`src/rtl/pool_pkg.sv`:
```
// Shared definitions for the pooling stage: FSM encoding, DRAM address field
// layout and layer base addresses common with the convolution stage.
package pool_pkg;

    typedef enum logic [1:0] {
        ST_IDLE = 2'd0,
        ST_RD   = 2'd1,
        ST_WR   = 2'd2,
        ST_DONE = 2'd3
    } state_t;

    localparam int CH_BITS    = 4;
    localparam int Y_BITS     = 5;
    localparam int X_BITS     = 5;
    localparam int FIELD_BITS = CH_BITS + Y_BITS + X_BITS;

    localparam int CONV_OFMAP_BASE = 131072;
    localparam int POOL_OFMAP_BASE = 196608;

    function automatic logic [FIELD_BITS-1:0] map_offset(
        input logic [CH_BITS-1:0] ch,
        input logic [Y_BITS-1:0]  y,
        input logic [X_BITS-1:0]  x
    );
        return {ch, y, x};
    endfunction

endpackage

```
`src/rtl/smax2.sv`:
```
// Combinational two's-complement signed maximum of two words.
module smax2 #(
    parameter int DATA_WIDTH = 32
) (
    input  logic [DATA_WIDTH-1:0] a,
    input  logic [DATA_WIDTH-1:0] b,
    output logic [DATA_WIDTH-1:0] y
);

    assign y = ($signed(a) < $signed(b)) ? b : a;

endmodule

```
`src/rtl/maxpool_relu.sv`:
```
// ReLU + 2x2 stride-2 max pooling over a DRAM-resident feature map: four reads
// per output window followed by one write of max(0, a, b, c, d).
module maxpool_relu
    import pool_pkg::*;
#(
    parameter int DATA_WIDTH   = 32,
    parameter int ADDR_WIDTH   = 18,
    parameter int IFMAP_WIDTH  = 10,
    parameter int IFMAP_HEIGHT = 10,
    parameter int NUM_CHNL     = 16,
    parameter int SRC_BASE     = CONV_OFMAP_BASE,
    parameter int DST_BASE     = POOL_OFMAP_BASE
) (
    input  logic                  clk,
    input  logic                  srstn,
    input  logic                  enable,
    input  logic                  dram_valid,
    input  logic [DATA_WIDTH-1:0] data_in,
    output logic [DATA_WIDTH-1:0] data_out,
    output logic [ADDR_WIDTH-1:0] addr_in,
    output logic [ADDR_WIDTH-1:0] addr_out,
    output logic                  dram_en_rd,
    output logic                  dram_en_wr,
    output logic                  done
);

    localparam logic [X_BITS-1:0]     OX_MAX   = X_BITS'(IFMAP_WIDTH / 2 - 1);
    localparam logic [Y_BITS-1:0]     OY_MAX   = Y_BITS'(IFMAP_HEIGHT / 2 - 1);
    localparam logic [CH_BITS-1:0]    CH_MAX   = CH_BITS'(NUM_CHNL - 1);
    localparam logic [ADDR_WIDTH-1:0] SRC_ADDR = ADDR_WIDTH'(SRC_BASE);
    localparam logic [ADDR_WIDTH-1:0] DST_ADDR = ADDR_WIDTH'(DST_BASE);

    state_t                state;
    state_t                state_next;
    logic [1:0]            dpos;
    logic [X_BITS-1:0]     ox;
    logic [Y_BITS-1:0]     oy;
    logic [CH_BITS-1:0]    ch;
    logic [DATA_WIDTH-1:0] acc;
    logic [DATA_WIDTH-1:0] max_out;
    logic [X_BITS-1:0]     src_x;
    logic [Y_BITS-1:0]     src_y;
    logic                  last_win;
    logic                  unused_dram_valid;

    assign unused_dram_valid = dram_valid;

    // dpos bit 0 selects dx and bit 1 selects dy within the 2x2 window
    assign src_x    = {ox[X_BITS-2:0], dpos[0]};
    assign src_y    = {oy[Y_BITS-2:0], dpos[1]};
    assign last_win = (ox == OX_MAX) && (oy == OY_MAX) && (ch == CH_MAX);

    // One comparator serves both the running acc update and the final write value
    smax2 #(
        .DATA_WIDTH(DATA_WIDTH)
    ) u_max (
        .a(acc),
        .b(data_in),
        .y(max_out)
    );

    always_ff @(posedge clk or negedge srstn) begin
        if (!srstn) begin
            state <= ST_IDLE;
        end else begin
            state <= state_next;
        end
    end

    always_comb begin
        state_next = state;
        dram_en_rd = 1'b0;
        dram_en_wr = 1'b0;
        addr_in    = '0;
        addr_out   = '0;
        data_out   = '0;
        done       = 1'b0;
        case (state)
            ST_IDLE: begin
                if (enable) begin
                    state_next = ST_RD;
                end
            end
            ST_RD: begin
                dram_en_rd = 1'b1;
                addr_in    = SRC_ADDR + ADDR_WIDTH'(map_offset(ch, src_y, src_x));
                if (dpos == 2'd3) begin
                    state_next = ST_WR;
                end
            end
            ST_WR: begin
                dram_en_wr = 1'b1;
                addr_out   = DST_ADDR + ADDR_WIDTH'(map_offset(ch, oy, ox));
                data_out   = max_out;
                state_next = last_win ? ST_DONE : ST_RD;
            end
            ST_DONE: begin
                done       = 1'b1;
                state_next = ST_IDLE;
            end
            default: begin
                state_next = ST_IDLE;
            end
        endcase
    end

    // Read data lags its address by one cycle, so the zero seed lands with the first
    // read and each later RD cycle folds in the previous read's data.
    always_ff @(posedge clk or negedge srstn) begin
        if (!srstn) begin
            dpos <= 2'd0;
            acc  <= '0;
        end else if (state == ST_RD) begin
            dpos <= dpos + 2'd1;
            acc  <= (dpos == 2'd0) ? '0 : max_out;
        end
    end

    always_ff @(posedge clk or negedge srstn) begin
        if (!srstn) begin
            ox <= '0;
            oy <= '0;
            ch <= '0;
        end else if (state == ST_WR) begin
            if (ox == OX_MAX) begin
                ox <= '0;
                if (oy == OY_MAX) begin
                    oy <= '0;
                    ch <= (ch == CH_MAX) ? '0 : ch + 1'b1;
                end else begin
                    oy <= oy + 1'b1;
                end
            end else begin
                ox <= ox + 1'b1;
            end
        end
    end

endmodule

```
`config.mk`:
```
export PLATFORM = sky130hd
export DESIGN_NAME = maxpool_relu
export DESIGN_NICKNAME = d
export VERILOG_FILES = /design/src/rtl/pool_pkg.sv /design/src/rtl/smax2.sv /design/src/rtl/maxpool_relu.sv
export SDC_FILE = /design/constraint.sdc
export NUM_CORES = 1
export LEC_CHECK = 0
export ABC_AREA = 1
export ABC_CLOCK_PERIOD_IN_PS = 3660
export CAP_MARGIN = 20
export CORE_UTILIZATION = 54
export DETAILED_ROUTE_END_ITERATION = 8
export PLACE_DENSITY = 0.95
export SLEW_MARGIN = 15
export SYNTH_ARGS = -nofsm -noshare
export SYNTH_HDL_FRONTEND = slang
export SYNTH_HIERARCHICAL = 1
export SYNTH_SLANG_ARGS = --single-unit
```
`constraint.sdc`:
```
create_clock -name clk -period 3.66 [get_ports clk]
set_input_delay 0.366 -clock clk [delete_from_list [all_inputs] [get_ports clk]]
set_output_delay 0.366 -clock clk [all_outputs]
set_load 0.05 [all_outputs]
```
==> results.sh, run 1 <==
export IMPL_outcome="finished clean"
export IMPL_total_power_mw=3.23
export IMPL_path_max_fanout=21
export IMPL_synth_top_cell_area_share_pct=30.4
export IMPL_worst_pin_slew_ns=0.799
export IMPL_post_cts_repair_setup_buffers=0
export IMPL_grt_pass1_wl_um=18300
export IMPL_setup_violations=0
export IMPL_yosys_warnings=6
export IMPL_start_kind="primary input"
export IMPL_numClockSinks=50
export IMPL_pre_cts_ws_ns=0.285
export IMPL_cp_required_ns=3.29
export IMPL_slew_headroom_pct=46.7
export IMPL_synth_seq_cells=50
export IMPL_final_cells=773
export IMPL_clk_latency_ns=0.32
export IMPL_ys_flop_type="dfrtp_1"
export IMPL_antenna_found_initial=0
export IMPL_hold_class="primary input to asynchronous set/reset pin"
export IMPL_placed_area_sq_um=5400
export IMPL_io_buffer_count=100
export IMPL_die_w_um=89.4
export IMPL_ys_seq_area_share_pct=30.4
export IMPL_finalCritPeriodShare_pct=96.5
export IMPL_core_area_sq_um=7330
export IMPL_initial_core_util_pct=56.2
export IMPL_die_y_um=89.4
export IMPL_remaining_drc_errors=0
export IMPL_synth_area_sq_um=4120
export IMPL_viasPerCell=5.53
export IMPL_postRouteAntennaNets=0
export IMPL_grt_use_total_pct=29.5
export IMPL_critPathKind="primary input to primary output"
export IMPL_htree_levels=2
export IMPL_fmax_ghz=0.283
export IMPL_row_count=31
export IMPL_async_flop_share_pct=100
export IMPL_period_needed_ns=3.53
export IMPL_hold_ws_ns=0.0414
export IMPL_leakage_nw=2.91
export IMPL_rsz0062_at_grt="false"
export IMPL_numCtsBuffers=5
export IMPL_grt_pass1_vias=4237
export IMPL_syn_to_final_growth_pct=33.8
export IMPL_seq_power_share_pct=21.6
export IMPL_nNetsFinal=747
export IMPL_power_density_nw_per_um2=585
export IMPL_yosysMostFrequentCell="nand2_1"
export IMPL_swShare_pct=46.9
export IMPL_routedWlPerCell_um=14.7
export IMPL_synth_area_top_cells="dfrtp_1, ha_1, nand2_1"
export IMPL_grt_overflow_total=0
export IMPL_tritoncts="built"
export IMPL_drt_iter0_markers=302
export IMPL_p_comb_share_pct=65.8
export IMPL_cts_root_buf="clkbuf_8"
export IMPL_utilization_pct=75.2
export IMPL_pwr_share_clk_pct=12.6
export IMPL_switchingPower_mw=1.51
export IMPL_fillers=527
export IMPL_hold_viol=0
export IMPL_vias=4277
export IMPL_multi_input_area_sq_um=2260
export IMPL_synth_edf_count=0
export IMPL_end_kind="primary output"
export IMPL_final_setup_skew_ns=0.0124
export IMPL_antenna_cells=0
export IMPL_seqCellArea_sq_um=1250
export IMPL_hold_buffers=0
export IMPL_drt_total_wl_um=11400
export IMPL_hpwl_um=8230
export IMPL_syn_avg_cell_area_sq_um=7.00
export IMPL_grt_max_degree=65
export IMPL_post_cts_resized=0
export IMPL_ios=107
export IMPL_dp_cells=765
export IMPL_ir_worst_vdd_v=0.000192
export IMPL_layout_setup_ws_ns=0.130
export IMPL_synth_cell_type_count=27
export IMPL_synth_cells=589
export IMPL_internal_power_mw=1.71
export IMPL_finalMaxSlewViolations=0
export IMPL_gp_congestion=0.888
export IMPL_synth_top_area_cell="dfrtp_1"
export IMPL_ys_top_cells_by_count="nand2_1, inv_1, nor2_1"
export IMPL_maxCapViolCount=0
export IMPL_postLayoutCellArea_sq_um=5510
export IMPL_die_area_sq_um=7980
export IMPL_fin_tns_setup_ns=0
export IMPL_dr_pass1_iters=4
export IMPL_clock_path_buffers=2
export IMPL_clk_pin_slew_ns=0.10
export IMPL_drive_gt1_share_pct=10.4
export IMPL_cp_arrival_ns=3.16
==> layout make-up <==
class | instances | share of cell area, %
repair buffers | 109 | 25.6
clock inverters | 3 | 0.817
flip-flops and latches | 50 | 22.7
clock buffers | 5 | 1.25
multi-input cells | 412 | 41.0
well taps | 99 | 2.25
inverters | 95 | 6.47
==> cells in the final DEF, fill, tap and decap left out, types with 2 or more instances in the layout <==
cell type | Yosys | final
a21oi_1 | 15 | 15
buf_12 | 0 | 34
buf_4 | 15 | 7
clkbuf_8 | 0 | 5
clkdlybuf4s50_1 | 0 | 67
clkinvlp_4 | 0 | 2
conb_1 | 1 | 5
dfrtp_1 | 50 | 50
ha_1 | 38 | 38
inv_1 | 93 | 93
inv_2 | 2 | 2
nand2_1 | 125 | 125
nand2_2 | 5 | 4
nand2_4 | 1 | 2
nand3_1 | 73 | 73
nand3_2 | 3 | 3
nand4_1 | 7 | 7
nor2_1 | 76 | 76
nor2_2 | 4 | 4
nor2_4 | 2 | 2
nor3_1 | 3 | 3
o21ai_0 | 15 | 15
o21ai_1 | 4 | 4
o31ai_1 | 32 | 32
==> kinds of logic (layout without fill, tap and decap cells) <==
kind of cell | count (synthesis) | in the layout | synth area share [%]
AO/OA/AOI/OAI | 67 | 67 | 10.4
XOR/XNOR | 1 | 1 | 0.213
adder cells (fa/ha/maj) | 38 | 38 | 11.5
buffers and inverters | 131 | 212 | 15.3
flip-flops | 50 | 50 | 30.4
other | 1 | 5 | 0.0910
AND/OR/NAND/NOR | 301 | 301 | 32.2
==> critical path, stage by stage <==
cell and delay [ns]:
clkdlybuf4s50_1 0.48, inv_1 0.05, ha_1 0.28, a21oi_1 0.16, nor2_1 0.07, nor3_1 0.22
nand2_1 0.11, nand2_1 0.06, nand2_1 0.07, nand2_2 0.13, nand2_4 0.09, nand2_2 0.23
buf_12 0.20, nand3_1 0.08, nand2_1 0.07, inv_1 0.05, nor2_1 0.23, buf_12 0.18
==> power groups by stage <==
stage               Sequential, mW  Clock [mW]  Combinational, mW
CTS                          0.694       0.411               2.11
detailed placement           0.704           0               2.10
finish                       0.695       0.407               2.12
global route                 0.703       0.433               2.26
floorplan                    0.684           0               1.24
global placement             0.694           0               2.04
==> state kept, by name, summed over array words and instances (netlist names) <==
| signal | flops |
|---|---|
| acc | 32 |
| ox | 5 |
| oy | 5 |
| ch | 4 |
| dpos | 2 |
| state | 2 |
==> path summary, 6_finish.rpt <==
path / from / endpoint / slack (ns) / depth (start not counted)
setup reg to reg: acc[5]$_DFFE_PN0N_ / acc[5]$_DFFE_PN0N_ / 0.93 / 15
max in group asynchronous: srstn / oy[1]$_DFFE_PN0P_ / 3.05 / 2
hold reg to reg: acc[10]$_DFFE_PN0N_ / acc[10]$_DFFE_PN0N_ / 0.53 / 2
min in group clk: acc[10]$_DFFE_PN0N_ / acc[10]$_DFFE_PN0N_ / 0.53 / 2
setup / recovery: data_in[5] / data_out[4] / 0.13 / 18
hold / removal: srstn / acc[29]$_DFFE_PN0N_ / 0.04 / 1
==> per-layer routing <==
layer,global-route usage [%],vias to the layer above,part of all wire [%]
met5,0,-,0
met4,13.3,0,2.0
met3,4.99,29,6.2
met2,55.0,186,52
met1,32.8,2018,40
li1,-,2044,-
(Power assumes the default switching activity.)
==> run 2, diff against run 1 <==
MAX_ROUTING_LAYER = met4   (was not set)
==> run 2 against run 1 <==
Against the previous run:
- routed wire length rose by 0.31%
- clock skew is 0.0029 ns lower
- clock power is essentially flat
- final area is the same
- combinational power hardly changed
- register-to-register slack about the same
- sequential share of layout area unchanged
- clock-buffer cell count stayed put
- utilization did not move
- maximum frequency increased by 0.62%
- critical path depth is the same
==> results.sh, run 2 (synthesized netlist as in run 1, its figures left out) <==
export IMPL_outcome="finished clean"
export IMPL_cpMostUsedCell="nand2_1"
export IMPL_path_max_fanout=21
export IMPL_row_count=31
export IMPL_fmax_ghz=0.285
export IMPL_cp_num_cells=18
export IMPL_die_y_um=89.4
export IMPL_postLayoutCellArea_sq_um=5510
export IMPL_power_density_nw_per_um2=584
export IMPL_regToRegSetupSlack_ns=0.94
export IMPL_crit_chain="clkdlybuf4s50_1 -> inv_1 -> ha_1 -> a21oi_1 -> nor2_1 -> nor3_1 -> nand2_1 -> nand2_1 -> nand2_1 -> nand2_2 -> nand2_4 -> nand2_2 -> buf_12 -> nand3_1 -> nand2_1 -> inv_1 -> nor2_1 -> buf_12"
export IMPL_antenna_cells=0
export IMPL_fillers=527
export IMPL_clock_path_buffers=2
export IMPL_end_kind="primary output"
export IMPL_drt_iter0_markers=382
export IMPL_wl_met3_um=752
export IMPL_numCtsBuffers=5
export IMPL_hold_class="primary input to asynchronous set/reset pin"
export IMPL_final_cells=773
export IMPL_start_kind="primary input"
export IMPL_drt_total_wl_um=11400
export IMPL_viasPerCell=5.56
export IMPL_hpwl_um=8230
export IMPL_hold_ws_ns=0.0467
export IMPL_grt_use_total_pct=30.4
export IMPL_tritoncts="built"
export IMPL_ios=107
export IMPL_remaining_drc_errors=0
export IMPL_finalCritPeriodShare_pct=95.9
export IMPL_nNetsFinal=747
export IMPL_clk_latency_ns=0.32
export IMPL_fin_tns_setup_ns=0
export IMPL_period_needed_ns=3.51
export IMPL_leakage_nw=2.91
export IMPL_vias=4297
export IMPL_pre_cts_ws_ns=0.285
export IMPL_critPathKind="primary input to primary output"
export IMPL_top_layer_used="met4"
export IMPL_cp_arrival_ns=3.14
export IMPL_worst_pin_slew_ns=0.805
export IMPL_final_setup_skew_ns=0.00947
export IMPL_layout_setup_ws_ns=0.152
export IMPL_cts_root_buf="clkbuf_8"
export IMPL_die_w_um=89.4
export IMPL_maxCapViolCount=0
export IMPL_grt_pass1_vias=4240
export IMPL_mostFrequentLayoutCell="nand2_1"
export IMPL_cp_top_family="simple AND/OR/NAND/NOR gates"
export IMPL_drive_gt1_share_pct=10.4
export IMPL_cp_required_ns=3.29
export IMPL_gp_congestion=0.903
export IMPL_postRouteAntennaNets=0
export IMPL_wl_met1_um=4480
export IMPL_slew_headroom_pct=46.2
export IMPL_initial_core_util_pct=56.2
export IMPL_syn_to_final_growth_pct=33.8
export IMPL_clk_pin_slew_ns=0.10
export IMPL_path_buf_inv=5
export IMPL_reg2reg_to="acc[5]$_DFFE_PN0N_"
export IMPL_largest_reg_flops=32
export IMPL_multi_input_area_sq_um=2260
export IMPL_rsz0062_at_grt="false"
export IMPL_ir_worst_vdd_v=0.000191
export IMPL_grt_overflow_total=0
export IMPL_antenna_found_initial=0
export IMPL_numClockSinks=50
export IMPL_max_stage_delay_ns=0.48
export IMPL_crit_path_start="data_in[5]"
export IMPL_seqCellArea_sq_um=1250
export IMPL_dr_pass1_iters=5
export IMPL_die_area_sq_um=7980
export IMPL_setup_violations=0
export IMPL_grt_pass1_wl_um=18300
export IMPL_placed_area_sq_um=5400
export IMPL_hold_viol=0
export IMPL_regMostFlops="acc"
export IMPL_utilization_pct=75.2
export IMPL_finalMaxSlewViolations=0
export IMPL_top_regs="acc: 32 flops, ox: 5 flops, oy: 5 flops"
export IMPL_core_area_sq_um=7330
export IMPL_final_cell_mix="nand2_1, inv_1, nor2_1, nand3_1, clkdlybuf4s50_1"
export IMPL_dp_cells=765
export IMPL_grt_max_degree=65
export IMPL_io_buffer_count=100
export IMPL_reg2reg_depth=15
export IMPL_met2_length_um=5910
export IMPL_total_power_mw=3.22
export IMPL_rr_startpoint="acc[5]$_DFFE_PN0N_"
export IMPL_crit_slowest_cell="clkdlybuf4s50_1"
export IMPL_routedWlPerCell_um=14.8
export IMPL_htree_levels=2
-- run 2: cell counts in the layout (fill, tap and decap cells not counted) --
Identical to the previous run, type by type.
-- run 2: layout make-up --
class                           count  area share (%)
Clock buffer                        5            1.25
Inverter                           95            6.47
Sequential cell                    50            22.7
Clock inverter                      3           0.817
Tap cell                           99            2.25
Multi-Input combinational cell    412            41.0
Timing Repair Buffer              109            25.6
-- run 2: worst max-delay path by stage --
| stage | end |
|---|---|
| 3_5_place_dp | data_out[24] |
| 6_report | data_out[4] |
| 3_3_place_gp | data_out[29] |
| 4_1_cts | data_out[28] |
| 5_1_grt | data_out[28] |
| 2_1_floorplan | data_out[15] |
-- run 2: repair_timing --
action / 4_1_cts / 5_1_grt
endpoints found under the hold margin: 0 / 0
setup endpoints to repair: 0 / 1
hold buffers: 0 / 0
buffers inserted: 0 / 0
resized for setup: 0 / 1
-- run 2: where the power goes --
part / switching [mW] / internal, mW / total [mW]
Sequential: 0.0690 / 0.626 / 0.695
Clock: 0.202 / 0.204 / 0.405
Combinational: 1.24 / 0.884 / 2.12
Total: 1.51 / 1.71 / 3.22
-- run 2: per-layer routing --
metal / global-route usage, % / up-vias
met5: - / -
met4: 13.3 / 0
met3: 4.89 / 34
met2: 55.1 / 200
met1: 32.7 / 2020
li1: - / 2043
